File: config.mk
export PLATFORM = sky130hd
export DESIGN_NAME = regfile_param
export DESIGN_NICKNAME = d
export VERILOG_FILES = /design/src/rtl/regfile_pkg.sv /design/src/rtl/regfile_rd_port.sv /design/src/rtl/regfile_param.sv
export SDC_FILE = /design/constraint.sdc
export NUM_CORES = 1
export LEC_CHECK = 0
export CORE_MARGIN = 3
export CORE_UTILIZATION = 29
export DETAILED_ROUTE_END_ITERATION = 6
export PLACE_DENSITY = 0.54
export SLEW_MARGIN = 20
export SYNTH_ARGS = -nofsm -noshare
export SYNTH_HDL_FRONTEND = slang
export SYNTH_SLANG_ARGS = --single-unit
File: constraint.sdc
create_clock -name clk -period 1.1 [get_ports clk]
set_input_delay 0.165 -clock clk [delete_from_list [all_inputs] [get_ports clk]]
set_output_delay 0.165 -clock clk [all_outputs]
set_load 0.1 [all_outputs]
File: src/rtl/regfile_pkg.sv
// regfile_pkg: default sizing and reset image for the parametrised register file.
package regfile_pkg;

    localparam int DEF_DATA_W   = 8;
    localparam int DEF_NUM_REGS = 4;

    function automatic logic [DEF_DATA_W-1:0] def_reset_val(input int i);
        return (i == 0) ? 8'h04 : (i == 1) ? 8'h03 : 8'h00;
    endfunction

    localparam logic [2*DEF_DATA_W-1:0] DEF_RESET_IMAGE = {def_reset_val(1), def_reset_val(0)};

endpackage

File: src/rtl/regfile_rd_port.sv
// regfile_rd_port: one registered read port with write bypass and pending status capture.
module regfile_rd_port #(
    parameter int DATA_W   = 8,
    parameter int NUM_REGS = 4,
    localparam int ADDR_W  = $clog2(NUM_REGS)
) (
    input  logic                             clk,
    input  logic                             rst,
    input  logic [ADDR_W-1:0]                rd_addr_i,
    input  logic                             wr_en_i,
    input  logic [ADDR_W-1:0]                wr_addr_i,
    input  logic [DATA_W-1:0]                wr_data_i,
    input  logic [NUM_REGS-1:0][DATA_W-1:0]  mem_i,
    input  logic [NUM_REGS-1:0]              pending_i,
    output logic [DATA_W-1:0]                rd_data_o,
    output logic                             busy_o
);

    logic              in_range;
    logic [DATA_W-1:0] rd_data_q, rd_data_d;
    logic              busy_q, busy_d;

    assign in_range = {1'b0, rd_addr_i} < (ADDR_W+1)'(NUM_REGS);

    // pending_i is the post-edge vector, so a same-cycle write/reserve is already reflected
    always_comb begin
        rd_data_d = !in_range ? '0 : (wr_en_i && rd_addr_i == wr_addr_i) ? wr_data_i : mem_i[rd_addr_i];
        busy_d    = in_range && pending_i[rd_addr_i];
    end

    always_ff @(posedge clk or negedge rst) begin
        if (!rst) begin
            rd_data_q <= '0;
            busy_q    <= 1'b0;
        end else begin
            rd_data_q <= rd_data_d;
            busy_q    <= busy_d;
        end
    end

    assign rd_data_o = rd_data_q;
    assign busy_o    = busy_q;

endmodule

File: src/rtl/regfile_param.sv
// regfile_param: NUM_REGS x DATA_W register file, two bypassed read ports, one write port,
// and a per-register pending bit set by reservations and cleared by writeback.
module regfile_param
    import regfile_pkg::*;
#(
    parameter int DATA_W   = DEF_DATA_W,
    parameter int NUM_REGS = DEF_NUM_REGS,
    parameter logic [NUM_REGS*DATA_W-1:0] RESET_VALS = (NUM_REGS*DATA_W)'(DEF_RESET_IMAGE),
    localparam int ADDR_W  = $clog2(NUM_REGS)
) (
    input  logic                clk,
    input  logic                rst,
    input  logic [ADDR_W-1:0]   rd_addr1,
    input  logic [ADDR_W-1:0]   rd_addr2,
    input  logic                wr_en,
    input  logic [ADDR_W-1:0]   wr_addr,
    input  logic [DATA_W-1:0]   wr_data,
    input  logic                rsv_en,
    input  logic [ADDR_W-1:0]   rsv_addr,
    output logic [DATA_W-1:0]   rd_data1,
    output logic [DATA_W-1:0]   rd_data2,
    output logic                busy1,
    output logic                busy2,
    output logic [NUM_REGS-1:0] pending
);

    logic [NUM_REGS-1:0][DATA_W-1:0] mem_q, mem_d;
    logic [NUM_REGS-1:0]             pending_q, pending_d;
    logic                            wr_ok, rsv_ok;

    assign wr_ok  = wr_en && ({1'b0, wr_addr} < (ADDR_W+1)'(NUM_REGS));
    assign rsv_ok = rsv_en && ({1'b0, rsv_addr} < (ADDR_W+1)'(NUM_REGS));

    // reserve applied after write so a new producer wins over a same-cycle writeback
    always_comb begin
        mem_d     = mem_q;
        pending_d = pending_q;
        if (wr_ok) begin
            mem_d[wr_addr]     = wr_data;
            pending_d[wr_addr] = 1'b0;
        end
        if (rsv_ok)
            pending_d[rsv_addr] = 1'b1;
    end

    always_ff @(posedge clk or negedge rst) begin
        if (!rst) begin
            mem_q     <= RESET_VALS;
            pending_q <= '0;
        end else begin
            mem_q     <= mem_d;
            pending_q <= pending_d;
        end
    end

    assign pending = pending_q;

    regfile_rd_port #(.DATA_W(DATA_W), .NUM_REGS(NUM_REGS)) u_rd1 (
        .clk       (clk),
        .rst       (rst),
        .rd_addr_i (rd_addr1),
        .wr_en_i   (wr_ok),
        .wr_addr_i (wr_addr),
        .wr_data_i (wr_data),
        .mem_i     (mem_q),
        .pending_i (pending_d),
        .rd_data_o (rd_data1),
        .busy_o    (busy1)
    );

    regfile_rd_port #(.DATA_W(DATA_W), .NUM_REGS(NUM_REGS)) u_rd2 (
        .clk       (clk),
        .rst       (rst),
        .rd_addr_i (rd_addr2),
        .wr_en_i   (wr_ok),
        .wr_addr_i (wr_addr),
        .wr_data_i (wr_data),
        .mem_i     (mem_q),
        .pending_i (pending_d),
        .rd_data_o (rd_data2),
        .busy_o    (busy2)
    );

endmodule

# Word-level counts from Yosys, hierarchy flattened
# Cells that the tools add are included.
[totals]
register_bits = 54
latchBits = 0
ramBits = 0
mem_bits_ro = 0
input_bits = 20
elab_cells = 43
memories = 0
[op_classes]
n_addsub = 0
mul = 0
div = 0
order_cmp = 6
n_eq_ne = 2
shifts = 0
mux = 19
n_bitwise = 3
n_reduce_logical = 4
[ops]
columns = ["op", "count"]
rows = [
  ["$mux 8", 5],
  ["$bmux 8 s2", 2],
  ["$bwmux 32", 1],
  ["$demux 8 s2", 1],
  ["$lt 2x3->1 const B", 4],
  ["$mux 4", 2],
  ["$and 4x4->4", 1],
  ["$bmux 1 s2", 2],
  ["$demux 1 s2", 2],
  ["$eq 2x2->1", 2],
  ["$ge 2x1->1 const B", 2],
  ["$logic_and 1x1->1", 4],
  ["$mux 1", 4],
  ["$not 4->4", 1],
  ["$or 4x4->4", 1],
]

# Logic depth before layout (Yosys ltp)
[logic_depth]
depth_word = 11
depth_mapped = 4
depth_no_buf = 3

# Cells and area by module
# Synthesis repeated with hierarchy kept, for this count alone.
[hier_totals]
cells_unflattened = 142
hier_area_um2 = 2602.5
[modules_own_cells]
columns = ["mod", "instances", "cells_per_inst", "area_each_um2"]
rows = [
  ["regfile_param", 1, 80, 1368.8],
  ["regfile_rd_port", 2, 31, 616.8],
]

# Worst setup path after synthesis
# OpenSTA, ideal clock, no wires.
[synth_timing]
kind = "reg2reg"
from = "register pending_q[3], in the netlist pending[3]"
to = "register u_rd1.busy_q, in the netlist u_rd1.busy_o"
setup_time_ns = 0.138
t_arrival_ns = 1.447
required_time_ns = 0.962
slack_ns = -0.485
path_stages_with_launch = 3
n_path_buf = 0
path_cell_list = "dfrtp_1 o2bb2ai_1 mux4_2"
[synth_between]
elab_chain_len = 6
[synth_rtl]
columns = ["item", "line", "text"]
rows = [
  ["start: declaration", "regfile_param.sv:28", "logic [NUM_REGS-1:0] pending_q, pending_d;"],
  ["start signal: assignment", "regfile_param.sv:52", "pending_q <= pending_d;"],
  ["$and 4x4->4 (no source line)", "n/a", ""],
  ["$mux 4 *", "regfile_param.sv:38", "if (wr_ok) begin"],
  ["$or 4x4->4 (no source line)", "n/a", ""],
  ["$mux 4 *", "regfile_param.sv:42", "if (rsv_ok)"],
  ["via pending_d[3]", "regfile_param.sv:28", ""],
  ["$bmux 1 s2 *", "regfile_rd_port.sv:28", "busy_d = in_range && pending_i[rd_addr_i];"],
  ["$mux 1 (implied by the code) *", "regfile_rd_port.sv:28", ""],
  ["via u_rd1.busy_d", "regfile_rd_port.sv:21", "logic busy_q, busy_d;"],
  ["end signal: assignment", "regfile_rd_port.sv:37", "busy_q <= busy_d;"],
  ["end: declaration", "regfile_rd_port.sv:21", ""],
]
# The timed path passes the listed nets; every way through them passes the cells marked *. The select of a mux whose other input is x is not followed.
# A chain may end at the register's enable or synchronous reset.

# Final worst setup path
[layout_timing]
from = "register mem_q[24] (netlist bit)"
to = "register u_rd2.rd_data_q[0], in the netlist u_rd2.rd_data_o[0]"
[layout_between]
elab_chain_len = 3
[layout_rtl]
columns = ["item", "line", "text"]
rows = [
  ["start: declaration", "regfile_param.sv:27", "logic [NUM_REGS-1:0][DATA_W-1:0] mem_q, mem_d;"],
  ["start signal: assignment", "regfile_param.sv:51", "mem_q <= mem_d;"],
  ["$bmux 8 s2", "regfile_rd_port.sv:27", "rd_data_d = !in_range ? '0 : (wr_en_i && rd_addr_i == wr_addr_i) ? wr_data_i : mem_i[rd_addr_i];"],
  ["$mux 8 (implied by the code)", "regfile_rd_port.sv:27", ""],
  ["$mux 8", "regfile_rd_port.sv:27", ""],
  ["via u_rd2.rd_data_d[0]", "regfile_rd_port.sv:20", "logic [DATA_W-1:0] rd_data_q, rd_data_d;"],
  ["end signal: assignment", "regfile_rd_port.sv:36", "rd_data_q <= rd_data_d;"],
  ["end: declaration", "regfile_rd_port.sv:20", ""],
]
# The timed path passes the listed nets, and every way through them passes these cells. The select of a mux whose other input is x is not followed.

==> results.sh <==
export IMPL_clk_pin_slew_ns=0.10
export IMPL_end_kind="flip-flop"
export IMPL_pwr_share_seq_pct=36.5
export IMPL_cellPowerDensity_mw_per_mm2=1980
export IMPL_grt_overflow=0
export IMPL_dr_pass1_iters=4
export IMPL_ys_warn_count=0
export IMPL_diodes=0
export IMPL_hold_path_class="in -> reg"
export IMPL_die_area_mm2=0.00978
export IMPL_drc=0
export IMPL_fin_area_mm2=0.00380
export IMPL_antenna_left=0
export IMPL_fin_skew_ns=0.00351
export IMPL_clkPwrFrac_pct=17.5
export IMPL_h_tree_depth=2
export IMPL_slew_violations=0
export IMPL_tightest_slew_ns=0.289
export IMPL_relSlewSlack_pct=80.7
export IMPL_p_leak_uw=0.00165
export IMPL_finalHoldViolCount=0
export IMPL_syn_area_mm2=0.00250
export IMPL_dp_slack_ns=-0.749
export IMPL_arrival_ns=1.49
export IMPL_die_x_um=98.9
export IMPL_grt_pass1_vias=1758
export IMPL_vias=1573
export IMPL_placed_cells=310
export IMPL_clock_sinks=54
export IMPL_min_period_ns=1.29
export IMPL_place_port_buffers=41
export IMPL_grt_total_usage_pct=13.2
export IMPL_clk_latency_ns=0.31
export IMPL_cap_viol_max_count=0
export IMPL_top_layer="met4"
export IMPL_grt_max_degree=55
export IMPL_route_met2_wl_um=3000
export IMPL_cts_made_buffers=5
export IMPL_required_ns=1.30
export IMPL_cts_tree="done"
export IMPL_ys_ff_latch=54
export IMPL_cts_root_buf="clkbuf_8"
export IMPL_clock_fmax_mhz=776
export IMPL_antenna_found_initial=0
export IMPL_avgSynthCellArea_um2=17.3
export IMPL_switching_share_pct=37.8
export IMPL_syn_num_nets=165
export IMPL_setup_viol=22
export IMPL_rows=33
export IMPL_intPower_uw=4680
export IMPL_fin_ws_ns=-0.188
export IMPL_path_class="reg -> reg"
export IMPL_synthCells=145
export IMPL_vdd_drop_max_uv=955
export IMPL_io_pins=42
export IMPL_grt_pass1_wl_um=9830
export IMPL_gp_congestion=0.838
export IMPL_drive_gt1_share_pct=69.2
export IMPL_drt_met1_wl_um=2790
export IMPL_ys_types=17
export IMPL_place_area_mm2=0.00349
export IMPL_dpl_hpwl_um=4210
export IMPL_n_fill_cell=712
export IMPL_wl_per_cell_um=18.9
export IMPL_critPathLaunchType="flip-flop"
export IMPL_max_clock_path_buffers=2
export IMPL_core_mm2=0.00830
export IMPL_cp_max_fo=3
export IMPL_start_util_pct=30.2
export IMPL_seq_area_frac_synth_pct=54.2
export IMPL_drt_iter0_drc=56
export IMPL_power_switching_uw=2840
export IMPL_run_status="complete, but fails checks"
export IMPL_grt_setup_unrepaired="true"
export IMPL_violations="negative setup slack"
export IMPL_routed_wl_met3_um=279
export IMPL_p_comb_share_pct=46.0
export IMPL_die_h_um=98.9
export IMPL_vias_per_cell=4.83
export IMPL_stdcell_count=326
export IMPL_wl_um=6160
export IMPL_final_nets=240
export IMPL_area_delta_synth_final_pct=52.1
export IMPL_min_period_over_period_pct=117
sequential cells by signal, indices dropped and copies added, names as in the netlist:
register,count
u_rd2.rd_data_o,8
u_rd1.busy_o,1
u_rd1.rd_data_o,8
pending,4
u_rd2.busy_o,1
mem_q,32
metrics by stage:
step | util, % | total power (uW) | hold WS, ns | TNS [ns]
3_3_place_gp | 42.0 | 5980 | 0.174 | -31.41
4_1_cts | 45.5 | 7580 | 0.248 | -3.36
2_1_floorplan | - | 4730 | -0.131 | -2.28
5_1_grt | 45.8 | 7800 | 0.287 | -3.86
6_report | 45.8 | 7520 | 0.273 | -3.26
3_5_place_dp | 42.0 | 6070 | 0.184 | -32.32
power by group through the flow:
| stage | Sequential [uW] | Combinational, uW | Clock (uW) |
|---|---|---|---|
| floorplan | 3990 | 746 | 0 |
| global placement | 2740 | 3240 | 0 |
| detailed placement | 2780 | 3290 | 0 |
| CTS | 2750 | 3460 | 1370 |
| global route | 2800 | 3580 | 1430 |
| finish | 2750 | 3460 | 1320 |
routing by layer:
layer	track usage (%)	vias to the layer above
met5	0	-
met4	3.26	0
met3	2.97	9
met2	21.1	43
met1	18.2	823
li1	-	698
placed cells by master (no fill, tap or decap), types with 2 or more instances in the layout:
cell type	n
nand3b_2	2
clkbuf_8	5
inv_2	2
xnor2_1	3
buf_12	25
clkdlybuf4s50_1	12
nand3_1	2
dfrtp_4	4
dfstp_2	3
buf_4	21
buf_6	7
mux2_2	33
mux2_4	15
clkdlybuf4s15_2	3
buf_2	2
clkinv_2	2
mux4_2	18
dfrtp_1	47
o2bb2ai_4	2
worst paths after layout:
path / from / slack [ns] / endpoint / cells after the start
worst min-delay path: wr_addr[0] / 0.27 / pending[3]$_DFF_PN0_ / 3
worst max register to register: mem_q[24]$_DFFE_PN0P_ / -0.19 / u_rd2.rd_data_o[0]$_DFF_PN0_ / 2
min in group asynchronous: rst / 0.38 / mem_q[22]$_DFFE_PN0P_ / 3
max in group asynchronous: rst / 0.43 / mem_q[9]$_DFFE_PN1P_ / 3
worst max-delay path: mem_q[24]$_DFFE_PN0P_ / -0.19 / u_rd2.rd_data_o[0]$_DFF_PN0_ / 2
worst min register to register: mem_q[10]$_DFFE_PN0P_ / 0.54 / mem_q[10]$_DFFE_PN0P_ / 1
worst max-delay path, cell delays in order (launching register included):
cell and delay [ns]:
dfrtp_1 0.41, mux4_2 0.50, mux2_4 0.27
cell type report:
| class | instances | area, um^2 | area share (%) |
|---|---|---|---|
| clock inverter | 3 | 40.0 | 1.05 |
| sequential | 54 | 1370 | 36.0 |
| clock buffer | 5 | 68.8 | 1.81 |
| multi-input combinational | 82 | 1200 | 31.5 |
| tap | 105 | 131 | 3.45 |
| inverter | 2 | 7.51 | 0.197 |
| timing repair buffer | 75 | 988 | 26.0 |
synth_stat cells:
master / n / area, um^2
dfrtp_1: 51 / 1280
mux2_2: 48 / 541
mux4_2: 18 / 405
xnor2_1: 4 / 35.0
buf_2: 3 / 15.0
buf_4: 3 / 22.5
dfstp_2: 3 / 78.8
o2bb2ai_1: 3 / 26.3
inv_1: 2 / 7.51
nand3_1: 2 / 10.0
nand3b_2: 2 / 22.5
buf_6: 1 / 11.3
nand2_1: 1 / 3.75
nand2b_1: 1 / 6.26
nand3_2: 1 / 10.0
nor3b_4: 1 / 18.8
o22ai_2: 1 / 12.5
what timing repair did:
action	in CTS	in global routing
endpoints found under the setup margin	54	35
endpoints found under the hold margin	51	0
buffers inserted	3	2
gates cloned	2	0
pin swaps	3	1
resized for setup	37	6
hold buffers	1	0
cell families after synthesis:
family | count (synthesis) | synth area share, %
mux | 66 | 37.8
flops | 54 | 54.2
buf+inv | 9 | 2.25
simple gates | 8 | 2.85
compound gates | 4 | 1.55
xor+xnor | 4 | 1.40
Note: power is estimated with default switching activity, not from simulation.
